File: config.mk
export PLATFORM = sky130hd
export DESIGN_NAME = usb3_lfps_tx
export DESIGN_NICKNAME = d
export VERILOG_FILES = /design/src/rtl/usb3_lfps_tx.sv
export SDC_FILE = /design/constraint.sdc
export NUM_CORES = 1
export LEC_CHECK = 0
export CORE_MARGIN = 3
export CORE_UTILIZATION = 58
export CTS_BUF_LIST = sky130_fd_sc_hd__clkbuf_4 sky130_fd_sc_hd__clkbuf_8
export DETAILED_ROUTE_END_ITERATION = 8
export PLACE_DENSITY = 0.89
export SETUP_SLACK_MARGIN = 0.2
export SLEW_MARGIN = 20
export SYNTH_ARGS = -nofsm -noshare
export SYNTH_HDL_FRONTEND = slang
export SYNTH_SLANG_ARGS = --single-unit
File: constraint.sdc
create_clock -name local_clk -period 2.8 [get_ports local_clk]
set_clock_uncertainty 0.05 [all_clocks]
set_input_delay 0.56 -clock local_clk [delete_from_list [all_inputs] [get_ports local_clk]]
set_output_delay 0.56 -clock local_clk [all_outputs]
set_load 0.005 [all_outputs]
File: src/rtl/usb3_lfps_tx.sv
// usb3_lfps_tx -- USB3 LFPS transmit sequencer.
//
// Drives PIPE TxElecIdle/TxOnesZeros to send Polling.LFPS (repeating),
// Ping, U1/U2/U3-exit (with partner handshake and timeout) and, optionally,
// Warm Reset LFPS. One down-counter times every burst and gap.
//
// Build option: define USB3_LFPS_TX_WARM_RESET_EN to include the Warm Reset
// burst (WARM state, 24-bit counter). Without it send_warm_reset is ignored
// and the counter is 18 bits wide.
module usb3_lfps_tx #(
    parameter int POLL_BURST  = 125,
    parameter int POLL_REPEAT = 1250,
    parameter int PING_BURST  = 16,
    parameter int UEXIT_MIN   = 75,
    parameter int UEXIT_MAX   = 250000,
    parameter int WARM_BURST  = 12500000
) (
    input  logic       local_clk,
    input  logic       reset,
    input  logic       send_poll,
    input  logic       send_ping,
    input  logic       send_u_exit,
    input  logic       send_warm_reset,
    input  logic       stop,
    input  logic       handshake_ok,
    output logic       tx_elecidle,
    output logic       tx_oneszeros,
    output logic       busy,
    output logic       done,
    output logic       timeout,
    output logic [7:0] poll_bursts
);

`ifdef USB3_LFPS_TX_WARM_RESET_EN
    localparam int CW = 24;
`else
    localparam int CW = 18;
`endif

    typedef enum logic [2:0] {
        IDLE,
        POLL_ON,
        POLL_OFF,
        PING,
        UEXIT
`ifdef USB3_LFPS_TX_WARM_RESET_EN
        , WARM
`endif
    } state_t;

    // Counter load values: a state loaded with N-1 lasts exactly N cycles,
    // leaving when the counter reads zero.
    localparam logic [CW-1:0] POLL_ON_LOAD  = CW'(POLL_BURST - 1);
    localparam logic [CW-1:0] POLL_OFF_LOAD = CW'(POLL_REPEAT - POLL_BURST - 1);
    localparam logic [CW-1:0] PING_LOAD     = CW'(PING_BURST - 1);
    localparam logic [CW-1:0] UEXIT_LOAD    = CW'(UEXIT_MAX - 1);
    // In UEXIT the counter reads UEXIT_MAX - n during burst cycle n (1-based),
    // so the minimum burst length has been reached once it drops to this value.
    localparam logic [CW-1:0] UEXIT_MIN_CNT = CW'(UEXIT_MAX - UEXIT_MIN);

`ifdef USB3_LFPS_TX_WARM_RESET_EN
    localparam logic [CW-1:0] WARM_LOAD     = CW'(WARM_BURST - 1);
`else
    // Warm Reset is compiled out: the parameter and request port stay for
    // interface compatibility but drive nothing.
    localparam int unused_warm_burst = WARM_BURST;
    logic unused_warm_req;
    assign unused_warm_req = send_warm_reset;
`endif

    state_t      state;
    state_t      state_nxt;
    logic [CW-1:0] cnt;
    logic [CW-1:0] cnt_nxt;
    logic        hs_latch;
    logic        hs_latch_nxt;
    logic        elecidle_nxt;
    logic        done_nxt;
    logic        timeout_nxt;
    logic [7:0]  poll_bursts_nxt;

    // State, counter, handshake latch and registered outputs.
    // NOTE: sequential state uses non-blocking assignments so every register
    // samples the pre-edge values computed by the combinational block.
    always_ff @(posedge local_clk or posedge reset) begin
        if (reset) begin
            state       <= IDLE;
            cnt         <= '0;
            hs_latch    <= 1'b0;
            tx_elecidle <= 1'b1;
            done        <= 1'b0;
            timeout     <= 1'b0;
            poll_bursts <= 8'd0;
        end else begin
            state       <= state_nxt;
            cnt         <= cnt_nxt;
            hs_latch    <= hs_latch_nxt;
            tx_elecidle <= elecidle_nxt;
            done        <= done_nxt;
            timeout     <= timeout_nxt;
            poll_bursts <= poll_bursts_nxt;
        end
    end

    // Next-state, counter and output decode; requests are only looked at in IDLE.
    always_comb begin
        // NOTE: every output of this block gets a default first so no path
        // leaves a value unassigned, which would infer a latch.
        state_nxt       = state;
        cnt_nxt         = cnt - 1'b1;
        hs_latch_nxt    = hs_latch;
        done_nxt        = 1'b0;
        timeout_nxt     = 1'b0;
        poll_bursts_nxt = poll_bursts;

        if (stop) begin
            // Abort beats everything, including a request in the same cycle.
            state_nxt    = IDLE;
            cnt_nxt      = '0;
            hs_latch_nxt = 1'b0;
        end else begin
            case (state)
                IDLE: begin
                    cnt_nxt      = '0;
                    hs_latch_nxt = 1'b0;
`ifdef USB3_LFPS_TX_WARM_RESET_EN
                    if (send_warm_reset) begin
                        state_nxt = WARM;
                        cnt_nxt   = WARM_LOAD;
                    end else
`endif
                    if (send_u_exit) begin
                        state_nxt = UEXIT;
                        cnt_nxt   = UEXIT_LOAD;
                    end else if (send_poll) begin
                        // Accepting a poll request clears the count, and this
                        // edge also starts the first burst.
                        state_nxt       = POLL_ON;
                        cnt_nxt         = POLL_ON_LOAD;
                        poll_bursts_nxt = 8'd1;
                    end else if (send_ping) begin
                        state_nxt = PING;
                        cnt_nxt   = PING_LOAD;
                    end
                end

                POLL_ON: begin
                    if (cnt == '0) begin
                        state_nxt = POLL_OFF;
                        cnt_nxt   = POLL_OFF_LOAD;
                    end
                end

                POLL_OFF: begin
                    if (cnt == '0) begin
                        state_nxt = POLL_ON;
                        cnt_nxt   = POLL_ON_LOAD;
                        if (poll_bursts != 8'hFF) begin
                            poll_bursts_nxt = poll_bursts + 8'd1;
                        end
                    end
                end

                PING: begin
                    if (cnt == '0) begin
                        state_nxt = IDLE;
                        done_nxt  = 1'b1;
                    end
                end

                UEXIT: begin
                    // The partner indication is sticky for the rest of the
                    // burst; it only ends the burst once the minimum is met.
                    hs_latch_nxt = hs_latch | handshake_ok;
                    if (hs_latch && (cnt <= UEXIT_MIN_CNT)) begin
                        state_nxt    = IDLE;
                        cnt_nxt      = '0;
                        hs_latch_nxt = 1'b0;
                        done_nxt     = 1'b1;
                    end else if (cnt == '0) begin
                        state_nxt    = IDLE;
                        hs_latch_nxt = 1'b0;
                        timeout_nxt  = 1'b1;
                    end
                end

`ifdef USB3_LFPS_TX_WARM_RESET_EN
                WARM: begin
                    if (cnt == '0) begin
                        state_nxt = IDLE;
                        done_nxt  = 1'b1;
                    end
                end
`endif

                default: begin
                    state_nxt    = IDLE;
                    cnt_nxt      = '0;
                    hs_latch_nxt = 1'b0;
                end
            endcase
        end

        // The transmitter is quiet in IDLE and in the polling gap.
        elecidle_nxt = (state_nxt == IDLE) || (state_nxt == POLL_OFF);
    end

    assign busy         = (state != IDLE);
    assign tx_oneszeros = ~tx_elecidle;

    // Completion and timeout are mutually exclusive endings of a burst.
    assert property (@(posedge local_clk) disable iff (reset) !(done && timeout));

    // A burst is always driven from a non-IDLE state.
    assert property (@(posedge local_clk) disable iff (reset) (!tx_elecidle) |-> busy);

endmodule

=== Word level (Yosys, flattened, before mapping) ===
Cells that the tools add are included.

* Flip-flop bits (word level): 33
* Input port bits: 8
* Output and inout bits: 13
* Word-level logic and storage cells: 66

* Add/sub/neg operators: 2
* Magnitude comparators: 1
* Eq/ne operators: 11
* Muxes and demuxes: 33
* Bitwise operators: 3
* Reductions and logical operators: 9

{| class="wikitable"
|+ Operators by type and width
! kind !! number
|-
| 18-bit 2-to-1 mux || 5
|-
| 18-bit case mux with 5 select lines || 1
|-
| 8-bit 2-to-1 mux || 4
|-
| 3-bit 2-to-1 mux || 8
|-
| 18-bit less-or-equal comparator, second input constant || 1
|-
| 18-bit zero test || 1
|-
| 18-bit by 1-bit subtractor with 18-bit output, second input constant || 1
|-
| 8-bit case mux with 2 select lines || 1
|-
| 3-bit case mux with 5 select lines || 1
|-
| 3-bit by 2-bit equality test with 1-bit output, second input constant || 3
|-
| 1-bit 2-to-1 mux || 9
|-
| 8-bit by 1-bit adder with 8-bit output, second input constant || 1
|-
| 2-bit != test, second input constant || 4
|-
| 8-bit != test, second input constant || 1
|-
| 7-bit 2-to-1 mux || 1
|-
| 3-bit zero test || 2
|-
| 6-bit AND reduction || 1
|-
| 4-bit 2-to-1 mux || 1
|-
| 1-bit case mux with 2 select lines || 2
|-
| 3-bit by 1-bit equality test with 1-bit output, second input constant || 1
|-
| 3-bit equality test, second input constant || 1
|-
| 3-bit nonzero test || 1
|-
| 3-bit OR reduction || 1
|-
| 2-bit by 1-bit != test with 1-bit output, second input constant || 1
|-
| 5 further kinds || 6
|}

=== Depth between registers and ports, before layout ===
Gate-level depths: netlist of run 1.

* Word-level depth: 7
* Mapped depth: 8
* Mapped depth without buffers: 7

=== Worst setup path before layout of run 1 ===
OpenSTA, ideal clock, no wires.

* Path type: flip-flop to flip-flop
* Start: reg cnt[12]
* End: reg cnt[15]
* Library setup time: 0.135 ns
* Arrival time: 2.062 ns
* Required time: 2.615 ns
* Setup slack: 0.553 ns
* Stages on the path, launching flop included: 7
* Path buffers: 1
* Clock period less this slack: 2.247 ns
* Cell sequence: dfrtp_1 -> or4_4 -> or3_4 -> o31a_1 -> a211oi_2 -> buf_6 -> o31ai_1

* Word-level cells in the longest chain between the ends: 5
* Elaborated cells between the ends (all ways): 9
* Those cells by class: add/sub: 1; order compare: 1; mux: 5; reduce/logical: 2

{| class="wikitable"
|+ Ends and longest elaborated chain
! item !! RTL line !! text
|-
| from (decl) || 73 || <nowiki>logic [CW-1:0] cnt;</nowiki>
|-
| from (signal assigned) || 96 || <nowiki>cnt <= cnt_nxt;</nowiki>
|-
| 18-bit less-or-equal comparator || 175 || <nowiki>if (hs_latch && (cnt <= UEXIT_MIN_CNT)) begin</nowiki>
|-
| 1-bit logical AND || 175 ||
|-
| 18-bit 2-to-1 mux || 175 ||
|-
| 18-bit case mux with 5 select lines * || 122 || <nowiki>case (state)</nowiki>
|-
| 18-bit 2-to-1 mux * || 116 || <nowiki>if (stop) begin</nowiki>
|-
| net cnt_nxt[15] || 74 || <nowiki>logic [CW-1:0] cnt_nxt;</nowiki>
|}

Mark *: on every way through the listed nets, which the timed path passes. The rest lies on a longest branch.
A chain may end at the register's enable or synchronous reset.

=== Worst setup path after layout of run 1 ===
* Start: reg cnt[0]
* End: reg cnt[15]

Same word-level chain as after synthesis.

==> results of run 1 <==
[cells in the final DEF, fill, tap and decap left out, drive strengths merged, types with 4 or more instances in the layout]
master,n
nor2b,4
nor3,15
buf,5
xor2,5
nor4,4
clkdlybuf4s50,19
a21oi,14
inv,9
or4,6
dfrtp,32
nand2,12
or3,5
o31ai,15
xnor2,10
nand3,8
o21ai,9
nor2,17
clkbuf,5
[cells by family (layout without fill, tap and decap cells)]
family / after synthesis / after routing / share of synthesized area (%)
adder cells (fa/ha/maj): 3 / 3 / 1.95
AND/OR/NAND/NOR: 84 / 84 / 24.0
XOR/XNOR: 15 / 15 / 6.84
AO/OA/AOI/OAI: 58 / 58 / 20.5
flip-flops: 33 / 33 / 43.1
buffers and inverters: 16 / 39 / 3.58
[worst min path at each step]
stage | start | to | slack (ps) | depth (start not counted)
floorplan | cnt[0]$_DFF_PP0_ | cnt[0]$_DFF_PP0_ | 450 | 1
global placement | poll_bursts[0]$_DFFE_PP0P_ | poll_bursts[0]$_DFFE_PP0P_ | 490 | 1
detailed placement | cnt[0]$_DFF_PP0_ | cnt[0]$_DFF_PP0_ | 490 | 1
CTS | cnt[0]$_DFF_PP0_ | cnt[0]$_DFF_PP0_ | 510 | 1
global route | cnt[0]$_DFF_PP0_ | cnt[0]$_DFF_PP0_ | 520 | 1
finish | poll_bursts[0]$_DFFE_PP0P_ | poll_bursts[0]$_DFFE_PP0P_ | 510 | 1
[per-layer routing]
| layer | wire [um] | part of all wire (%) | vias to the layer above |
|---|---|---|---|
| li1 | - | - | 828 |
| met1 | 2060 | 48 | 815 |
| met2 | 1950 | 45 | 42 |
| met3 | 160 | 3.7 | 14 |
| met4 | 114 | 2.7 | 0 |
| met5 | 0 | 0 | - |
[per-stage QoR]
step	hold slack (ps)	total power [uW]	cells
CTS	509	2020	276
detailed placement	493	1780	270
global route	525	2250	276
floorplan	451	1510	209
finish	513	2080	276
global placement	491	1750	270
[power breakdown]
part / switching (uW) / leakage [uW] / internal (uW)
clock network: 157 / 0.0000269 / 87.0
logic: 593 / 0.000434 / 490
registers: 159 / 0.000440 / 590
[worst reg2reg max path, delay by kind of cell (launching register included)]
| kind | cells | cell delay [ps] |
|---|---|---|
| AND/OR/NAND/NOR | 2 | 620 |
| adder cells (fa/ha/maj) | 1 | 210 |
| AO/OA/AOI/OAI | 3 | 650 |
| buffers and inverters | 2 | 300 |
| flip-flops | 1 | 440 |
[area by class of cell]
cell class	count	area share (%)
Sequential cell	33	37.0
Multi-Input combinational cell	160	46.9
Clock buffer	5	1.68
Timing Repair Buffer	24	10.2
Inverter	9	1.51
Tap cell	44	2.46
Clock inverter	1	0.224
[registers in the layout, summed over array words and instances (netlist names)]
| name | flops |
|---|---|
| poll_bursts | 8 |
| tx_elecidle | 1 |
| timeout | 1 |
| state | 3 |
| cnt | 18 |
| hs_latch | 1 |
| done | 1 |
[repair_timing]
action	4_1_cts	5_1_grt
endpoints found under the hold margin	0	0
setup endpoints to repair	0	23
gates resized for setup	0	5
==> impl_metrics.py, run 1 <==
metrics = {
    "place": {
        "placement.cell_area_mm2": 0.00217,
        "portBuffers": 19,
        "place_ws_ps": 270,
        "dp_hpwl_um": 3080,
        "gp_congestion": 0.859,
    },
    "synth": {
        "syn_nets": 220,
        "syn_avg_cell_area_um2": 9.19,
        "postSynthCellCount": 209,
        "netlist_area_mm2": 0.00192,
        "synth.area.top_cells": "dfrtp_1 42%, o31ai_1 5.9%, xnor2_1 4.6%",
        "synth_edf_count": 0,
        "ys_seq_elements": 33,
        "synth.top_cell.area_share_pct": 41.7,
        "yosys_warnings": 0,
        "synth_most_common_cell": "dfrtp_1",
        "synth_area_leader_cell": "dfrtp_1",
        "synthArstFlopShare_pct": 100,
        "synth-main-ff-cell": "dfrtp_1",
        "ys_types": 48,
        "yosysSeqAreaShare_pct": 43.1,
        "synthTopCellsByCount": "32 x dfrtp_1, 17 x nor2_1, 15 x o31ai_1, 14 x a21oi_1, 14 x nor3_1",
    },
    "cts": {
        "cts_root_buffer": "clkbuf_4",
        "cts_buffer_depth": 2,
        "clkSlewWorstSetupHoldPaths_ps": 100,
        "clock_latency_ps": 340,
        "post_cts.repair.setup_buffers": 0,
        "cts_tree": "yes",
        "postCtsHoldBufs": 0,
        "htreeDepth": 2,
        "clkSinkCount": 33,
        "numCtsBuffers": 5,
    },
    "layout": {
        "area_delta_synth_final_pct": 16.3,
        "stdcell_area_mm2": 0.00223,
        "drive_gt1_share_pct": 9.48,
        "multi_input_area_mm2": 0.00105,
        "fin_util_pct": 72.0,
        "diodes": 0,
        "seqCellArea_um2": 827,
        "nets": 244,
        "fillers": 250,
    },
    "worst_setup_path": {
        "critical_path_class": "flip-flop to flip-flop",
        "slowest_stage": "dfrtp_1",
        "cp_num_cells": 8,
        "worst_setup_path_end_kind": "flip-flop",
        "max_stage_delay_ps": 440,
        "crit_start": "cnt[0]$_DFF_PP0_",
        "setup.worst_path.end": "cnt[15]$_DFF_PP0_",
        "cp.required_ps": 2950,
        "crit_family": "compound AO/OA/AOI/OAI gates",
        "start_kind": "flip-flop",
        "r2r_setup_slack_ps": 380,
        "worstReg2RegEnd": "cnt[15]$_DFF_PP0_",
        "r2r_cells": 8,
        "reg2reg_from": "cnt[0]$_DFF_PP0_",
        "worstPathMaxFanout": 12,
        "worstPathArrival_ps": 2570,
        "worstPathCellList": "inv_1 -> ha_1 -> nor3b_4 -> nand3_1 -> o31a_1 -> a211oi_2 -> buf_4 -> o31ai_1",
        "cp_num_buf_inv": 2,
    },
    "sta": {
        "tightest_slew_ps": 622,
        "finalCritPeriodShare_pct": 86.3,
        "period_minus_slack_ps": 2420,
        "final.setup.tns_ps": 0,
        "finalHoldViolations": 0,
        "setup_viol": 0,
        "setup_slack_ps": 382,
        "rsz0062_at_grt": "false",
        "drv_slew": 0,
        "fmax_mhz": 414,
        "slew_headroom_pct": 58.4,
    },
    "die": {
        "dieHeight_um": 63.5,
        "dieArea_mm2": 0.00404,
        "start_util_pct": 61.9,
        "top_level_ports": 21,
        "die_w_um": 63.5,
        "coreArea_mm2": 0.00310,
        "num_rows": 20,
    },
    "grt": {
        "grt_pass1_wl_um": 7320,
        "grt_busiest_layer": "met2",
        "grt_pass1_vias": 1573,
        "grt_antenna_before_repair": 0,
        "overflow": 0,
        "met3_usage_pct": 6.24,
        "gr-usage-all-layers_pct": 23.0,
        "use_met2_pct": 33.1,
        "grtUsageMet1_pct": 32.8,
        "grt_start_max_net_pins": 34,
    },
    "drt": {
        "drt-wirelength-per-cell_um": 15.5,
        "drc": 0,
        "drtAntennaViolNets": 0,
        "vias": 1699,
        "drtIter0Drc": 202,
        "drt-pass1-iter-count": 4,
        "drt-total-wl_um": 4280,
        "viasPerCell": 6.16,
    },
    "pwr": {
        "power_density_mw_per_mm2": 929,
        "vdd_drop_max_mv": 0.593,
        "power_leakage_uw": 0.000902,
    },
    "outcome": {
        "outcome": "complete, no violations",
    },
    "min_path": {
        "worstHoldPathType": "flip-flop to flip-flop",
    },
    "job": {
        "drv_cap": 0,
    },
}
Note: power is estimated with default switching activity, not from simulation.
==> run 2, diff against run 1 <==
--- a/config.mk
+++ b/config.mk
@@ -6,10 +6,11 @@
 export NUM_CORES = 1
 export LEC_CHECK = 0
 export CORE_MARGIN = 3
-export CORE_UTILIZATION = 58
+export CORE_UTILIZATION = 30
 export CTS_BUF_LIST = sky130_fd_sc_hd__clkbuf_4 sky130_fd_sc_hd__clkbuf_8
 export DETAILED_ROUTE_END_ITERATION = 8
-export PLACE_DENSITY = 0.89
+export PLACE_DENSITY = 0.55
+export REMOVE_ABC_BUFFERS = 1
 export SETUP_SLACK_MARGIN = 0.2
 export SLEW_MARGIN = 20
 export SYNTH_ARGS = -nofsm -noshare
==> impl_metrics.py, run 2 (same netlist as run 1, synthesis figures left out) <==
metrics = {
    "outcome": {
        "outcome": "complete, no violations",
    },
    "pwr": {
        "netSwitchingFraction_pct": 41.6,
        "switching_power_uw": 934,
        "vdd_drop_max_mv": 0.295,
        "power_leakage_uw": 0.000937,
        "p_comb_share_pct": 50.1,
        "clockPowerShare_pct": 16.6,
        "p_seq_share_pct": 33.3,
        "power_density_mw_per_mm2": 958,
        "intPower_uw": 1310,
    },
    "sta": {
        "rsz0062_at_grt": "false",
        "drv_slew": 0,
        "period_minus_slack_ps": 2410,
        "setup_viol": 0,
        "final.setup.tns_ps": 0,
        "finalCritPeriodShare_pct": 85.9,
        "slew_headroom_pct": 56.9,
        "tightest_slew_ps": 641,
        "fmax_mhz": 416,
        "finalHoldViolations": 0,
    },
    "cts": {
        "cts_tree": "yes",
        "htreeDepth": 2,
        "numCtsBuffers": 5,
        "post_cts.repair.setup_buffers": 0,
        "cts_buffer_depth": 2,
        "clkSlewWorstSetupHoldPaths_ps": 70,
        "clock_latency_ps": 290,
        "clkSinkCount": 33,
        "cts_root_buffer": "clkbuf_8",
    },
    "layout": {
        "largest_register_ffs": 18,
        "area_delta_synth_final_pct": 21.9,
        "top_regs": "cnt: 18 flops, poll_bursts: 8 flops, state: 3 flops",
        "seqCellArea_um2": 827,
        "layout_common_cells": "32 x dfrtp_1, 19 x clkdlybuf4s50_1, 17 x nor2_1",
        "diodes": 0,
        "drive_gt1_share_pct": 11.0,
        "nets": 247,
        "largest-register": "cnt",
        "final_common_cell": "dfrtp_1",
        "multi_input_area_mm2": 0.00105,
        "fillers": 626,
        "fin_cells": 311,
    },
    "worst_setup_path": {
        "cp_num_buf_inv": 1,
        "crit_family": "simple AND/OR/NAND/NOR gates",
        "worstPathMaxFanout": 9,
        "worstReg2RegEnd": "cnt[14]$_DFF_PP0_",
        "r2r_cells": 6,
        "start_kind": "flip-flop",
        "slowest_stage": "or4_4",
        "worstPathArrival_ps": 2510,
        "reg2reg_from": "cnt[12]$_DFF_PP0_",
        "max_stage_delay_ps": 590,
        "worst_setup_path_end_kind": "flip-flop",
        "r2r_setup_slack_ps": 390,
        "worstPathCellList": "or4_4 -> or3_4 -> o31a_1 -> a211oi_2 -> buf_4 -> o31ai_1",
        "critical_path_class": "flip-flop to flip-flop",
        "cp.required_ps": 2900,
    },
    "min_path": {
        "worstHoldStart": "poll_bursts[0]$_DFFE_PP0P_",
        "holdPathEnd": "poll_bursts[0]$_DFFE_PP0P_",
        "worstHoldPathType": "flip-flop to flip-flop",
        "hold_path_depth": 1,
    },
    "die": {
        "top_level_ports": 21,
        "dieArea_mm2": 0.00740,
        "num_rows": 28,
        "coreArea_mm2": 0.00606,
        "dieHeight_um": 86.0,
        "start_util_pct": 31.7,
        "die_w_um": 86.0,
    },
    "drt": {
        "drt-pass1-iter-count": 4,
        "viasPerCell": 5.31,
        "drc": 0,
        "drt-wirelength-per-cell_um": 15.2,
        "vias": 1652,
        "drtIter0Drc": 110,
        "drt-total-wl_um": 4730,
        "drtAntennaViolNets": 0,
    },
    "job": {
        "drv_cap": 0,
    },
    "grt": {
        "grt_pass1_wl_um": 8180,
        "grt_pass1_vias": 1664,
        "overflow": 0,
        "gr-usage-all-layers_pct": 14.0,
        "grt_start_max_net_pins": 34,
        "grt_antenna_before_repair": 0,
    },
    "place": {
        "gp_congestion": 0.803,
        "portBuffers": 19,
        "dp_hpwl_um": 3430,
        "dp_cells": 304,
    },
}
[run 2: metal layers]
layer	wire, um	part of all wire [%]	global-route usage, %	up-vias
met5	0	0	0	-
met4	81	1.7	5.76	0
met3	160	3.4	2.40	6
met2	2220	47	21.7	29
met1	2270	48	19.1	784
li1	-	-	-	833
[run 2: what timing repair did]
item / 4_1_cts / 5_1_grt
endpoints found under the setup margin: 0 / 19
hold endpoints to repair: 0 / 0
resized for setup: 0 / 5
hold buffers: 0 / 0
[run 2: per-stage QoR]
step	util [%]	total power, uW	worst slack, ps	area [um2]	hold WS [ps]
CTS	38.3	2220	236	2320	513
floorplan	-	1480	400	1890	458
finish	38.6	2240	395	2340	501
global route	38.6	2450	245	2340	539
global placement	36.8	1820	316	2230	488
detailed placement	36.8	1830	251	2230	503
[run 2: final cells by class]
| type | instances | area share (%) |
|---|---|---|
| repair buffers | 27 | 10.7 |
| well taps | 75 | 4.01 |
| clock buffers | 7 | 3.85 |
| multi-input cells | 160 | 44.7 |
| flip-flops and latches | 33 | 35.3 |
| inverters | 9 | 1.44 |
[run 2: worst reg2reg max path, stage by stage, from the launching register on]
cell      delay (ps)
dfrtp_1          460
or4_4            590
or3_4            380
o31a_1           260
a211oi_2         230
buf_4            210
o31ai_1           90
[run 2: worst max-delay path by stage]
stage | from | end | slack (ps) | cells past startpoint
after detailed placement | cnt[0]$_DFF_PP0_ | cnt[7]$_DFF_PP0_ | 250 | 8
final | cnt[12]$_DFF_PP0_ | cnt[14]$_DFF_PP0_ | 390 | 6
after floorplan | cnt[12]$_DFF_PP0_ | cnt[12]$_DFF_PP0_ | 400 | 5
after CTS | cnt[0]$_DFF_PP0_ | cnt[17]$_DFF_PP0_ | 240 | 8
after global routing | cnt[7]$_DFF_PP0_ | cnt[14]$_DFF_PP0_ | 240 | 6
after global placement | cnt[0]$_DFF_PP0_ | cnt[14]$_DFF_PP0_ | 320 | 8
[run 2: power by group through the flow]
stage	Sequential, uW	Clock [uW]	Combinational (uW)
after floorplan	710	0	770
after global placement	743	0	1080
after detailed placement	747	0	1090
after CTS	739	387	1090
after global routing	770	413	1270
final	747	371	1130
==> run 3, diff against run 2 <==
==> constraint.sdc (replaced) <==
create_clock -name local_clk -period 3.1 [get_ports local_clk]
set_clock_uncertainty 0.05 [all_clocks]
set_input_delay 0.31 -clock local_clk [delete_from_list [all_inputs] [get_ports local_clk]]
set_output_delay 0.31 -clock local_clk [all_outputs]
set_load 0.005 [all_outputs]
==> impl_metrics.py, run 3 (same netlist as run 1, synthesis figures left out) <==
metrics = {
    "outcome": {
        "outcome": "complete, no violations",
    },
    "worst_setup_path": {
        "max_stage_delay_ps": 590,
        "cp.required_ps": 3190,
        "worstPathCellList": "or4_4 -> or3_4 -> o31a_1 -> a211oi_2 -> buf_4 -> o31ai_1",
        "worstPathMaxFanout": 9,
        "crit_family": "simple AND/OR/NAND/NOR gates",
        "worst_setup_path_end_kind": "flip-flop",
        "cp_num_buf_inv": 1,
        "start_kind": "flip-flop",
        "worstPathArrival_ps": 2650,
        "slowest_stage": "or4_4",
        "critical_path_class": "flip-flop to flip-flop",
    },
    "pwr": {
        "power_density_mw_per_mm2": 861,
        "p_total_uw": 2000,
        "vdd_drop_max_mv": 0.300,
        "power_leakage_uw": 0.000929,
    },
    "drt": {
        "vias": 1674,
        "drtAntennaViolNets": 0,
        "drt-wirelength-per-cell_um": 15.2,
        "drc": 0,
        "drtIter0Drc": 96,
        "drt-total-wl_um": 4710,
        "viasPerCell": 5.40,
        "drt-pass1-iter-count": 4,
    },
    "cts": {
        "cts_buffer_depth": 2,
        "post_cts.repair.setup_buffers": 0,
        "clkSlewWorstSetupHoldPaths_ps": 70,
        "ctsResizeCount": 0,
        "numCtsBuffers": 5,
        "postCtsHoldBufs": 0,
        "htreeDepth": 2,
        "cts_root_buffer": "clkbuf_8",
        "clock_latency_ps": 290,
        "cts_tree": "yes",
        "clkSinkCount": 33,
    },
    "grt": {
        "grt_start_max_net_pins": 34,
        "grt_pass1_wl_um": 7920,
        "grt_pass1_vias": 1653,
        "grt_antenna_before_repair": 0,
        "gr-usage-all-layers_pct": 13.3,
        "overflow": 0,
    },
    "job": {
        "drv_cap": 0,
    },
    "layout": {
        "largest_register_ffs": 18,
        "top_regs": "cnt: 18 flops, poll_bursts: 8 flops, state: 3 flops",
        "final_common_cell": "dfrtp_1",
        "diodes": 0,
        "layout_common_cells": "32 x dfrtp_1, 19 x clkdlybuf4s50_1, 17 x nor2_1",
        "seqCellArea_um2": 827,
        "largest-register": "cnt",
        "stdcell_area_mm2": 0.00232,
        "nets": 245,
        "multi_input_area_mm2": 0.00103,
        "area_delta_synth_final_pct": 20.8,
        "fillers": 640,
        "drive_gt1_share_pct": 9.79,
    },
    "sta": {
        "finalHoldViolations": 0,
        "slew_headroom_pct": 41.5,
        "finalCritPeriodShare_pct": 82.5,
        "fmax_mhz": 391,
        "tightest_slew_ps": 872,
        "drv_slew": 0,
        "final.setup.tns_ps": 0,
        "rsz0062_at_grt": "false",
        "setup_viol": 0,
        "period_minus_slack_ps": 2560,
        "holdWs_ps": 367,
    },
    "die": {
        "dieHeight_um": 86.0,
        "coreArea_mm2": 0.00606,
        "dieArea_mm2": 0.00740,
        "top_level_ports": 21,
        "die_w_um": 86.0,
        "num_rows": 28,
        "start_util_pct": 31.7,
    },
    "place": {
        "portBuffers": 19,
        "dp_hpwl_um": 3350,
        "placement.cell_area_mm2": 0.00221,
        "gp_congestion": 0.771,
    },
    "min_path": {
        "worstHoldPathType": "input port to asynchronous set/reset pin",
    },
}
[run 3: changes by cell type in the layout (fill, tap and decap cells not counted), sizes merged]
cell | previous run | this run
clkinv | 0 | 1
buf | 8 | 6
[run 3: metal layers]
| metal | GRT usage (%) | routed length (um) | up-vias |
|---|---|---|---|
| met3 | 2.02 | 191 | 6 |
| li1 | - | - | 829 |
| met5 | 0 | 0 | - |
| met1 | 19.1 | 2330 | 799 |
| met4 | 6.19 | 79 | 0 |
| met2 | 19.6 | 2110 | 40 |
[run 3: final cells by class]
type | count | area share [%]
multi-input combinational | 160 | 44.3
sequential | 33 | 35.7
timing repair buffer | 25 | 10.1
clock buffer | 7 | 4.15
tap | 75 | 4.05
inverter | 9 | 1.46
clock inverter | 1 | 0.216
[run 3: per-stage QoR]
stage / util [%] / setup slack [ps] / std cells
final: 38.3 / 542 / 310
after global routing: 38.3 / 359 / 310
after CTS: 38.2 / 456 / 310
after detailed placement: 36.5 / 484 / 302
after global placement: 36.5 / 478 / 302
after floorplan: - / 700 / 202
[run 3: worst paths after layout]
check                      cells after the start                  startpoint  slack (ps)                          to
setup / recovery                               6           cnt[12]$_DFF_PP0_         540            cnt[7]$_DFF_PP0_
hold / removal                                 3                       reset         370           cnt[10]$_DFF_PP0_
setup reg to reg                               6           cnt[12]$_DFF_PP0_         540            cnt[7]$_DFF_PP0_
hold reg to reg                                1  poll_bursts[0]$_DFFE_PP0P_         500  poll_bursts[0]$_DFFE_PP0P_
max in group asynchronous                      3                       reset        2300       tx_elecidle$_DFF_PP1_
min in group local_clk                         1  poll_bursts[0]$_DFFE_PP0P_         500  poll_bursts[0]$_DFFE_PP0P_
[run 3: tightest hold or removal path, delay by kind of cell]
| kind | cells | cell delay, ps |
|---|---|---|
| buf+inv | 3 | 820 |
[run 3: report_power, final]
| group | total (uW) | internal [uW] | switching, uW |
|---|---|---|---|
| Clock | 363 | 201 | 162 |
| Combinational | 966 | 435 | 532 |
| Sequential | 667 | 533 | 134 |
| Total | 2000 | 1170 | 828 |
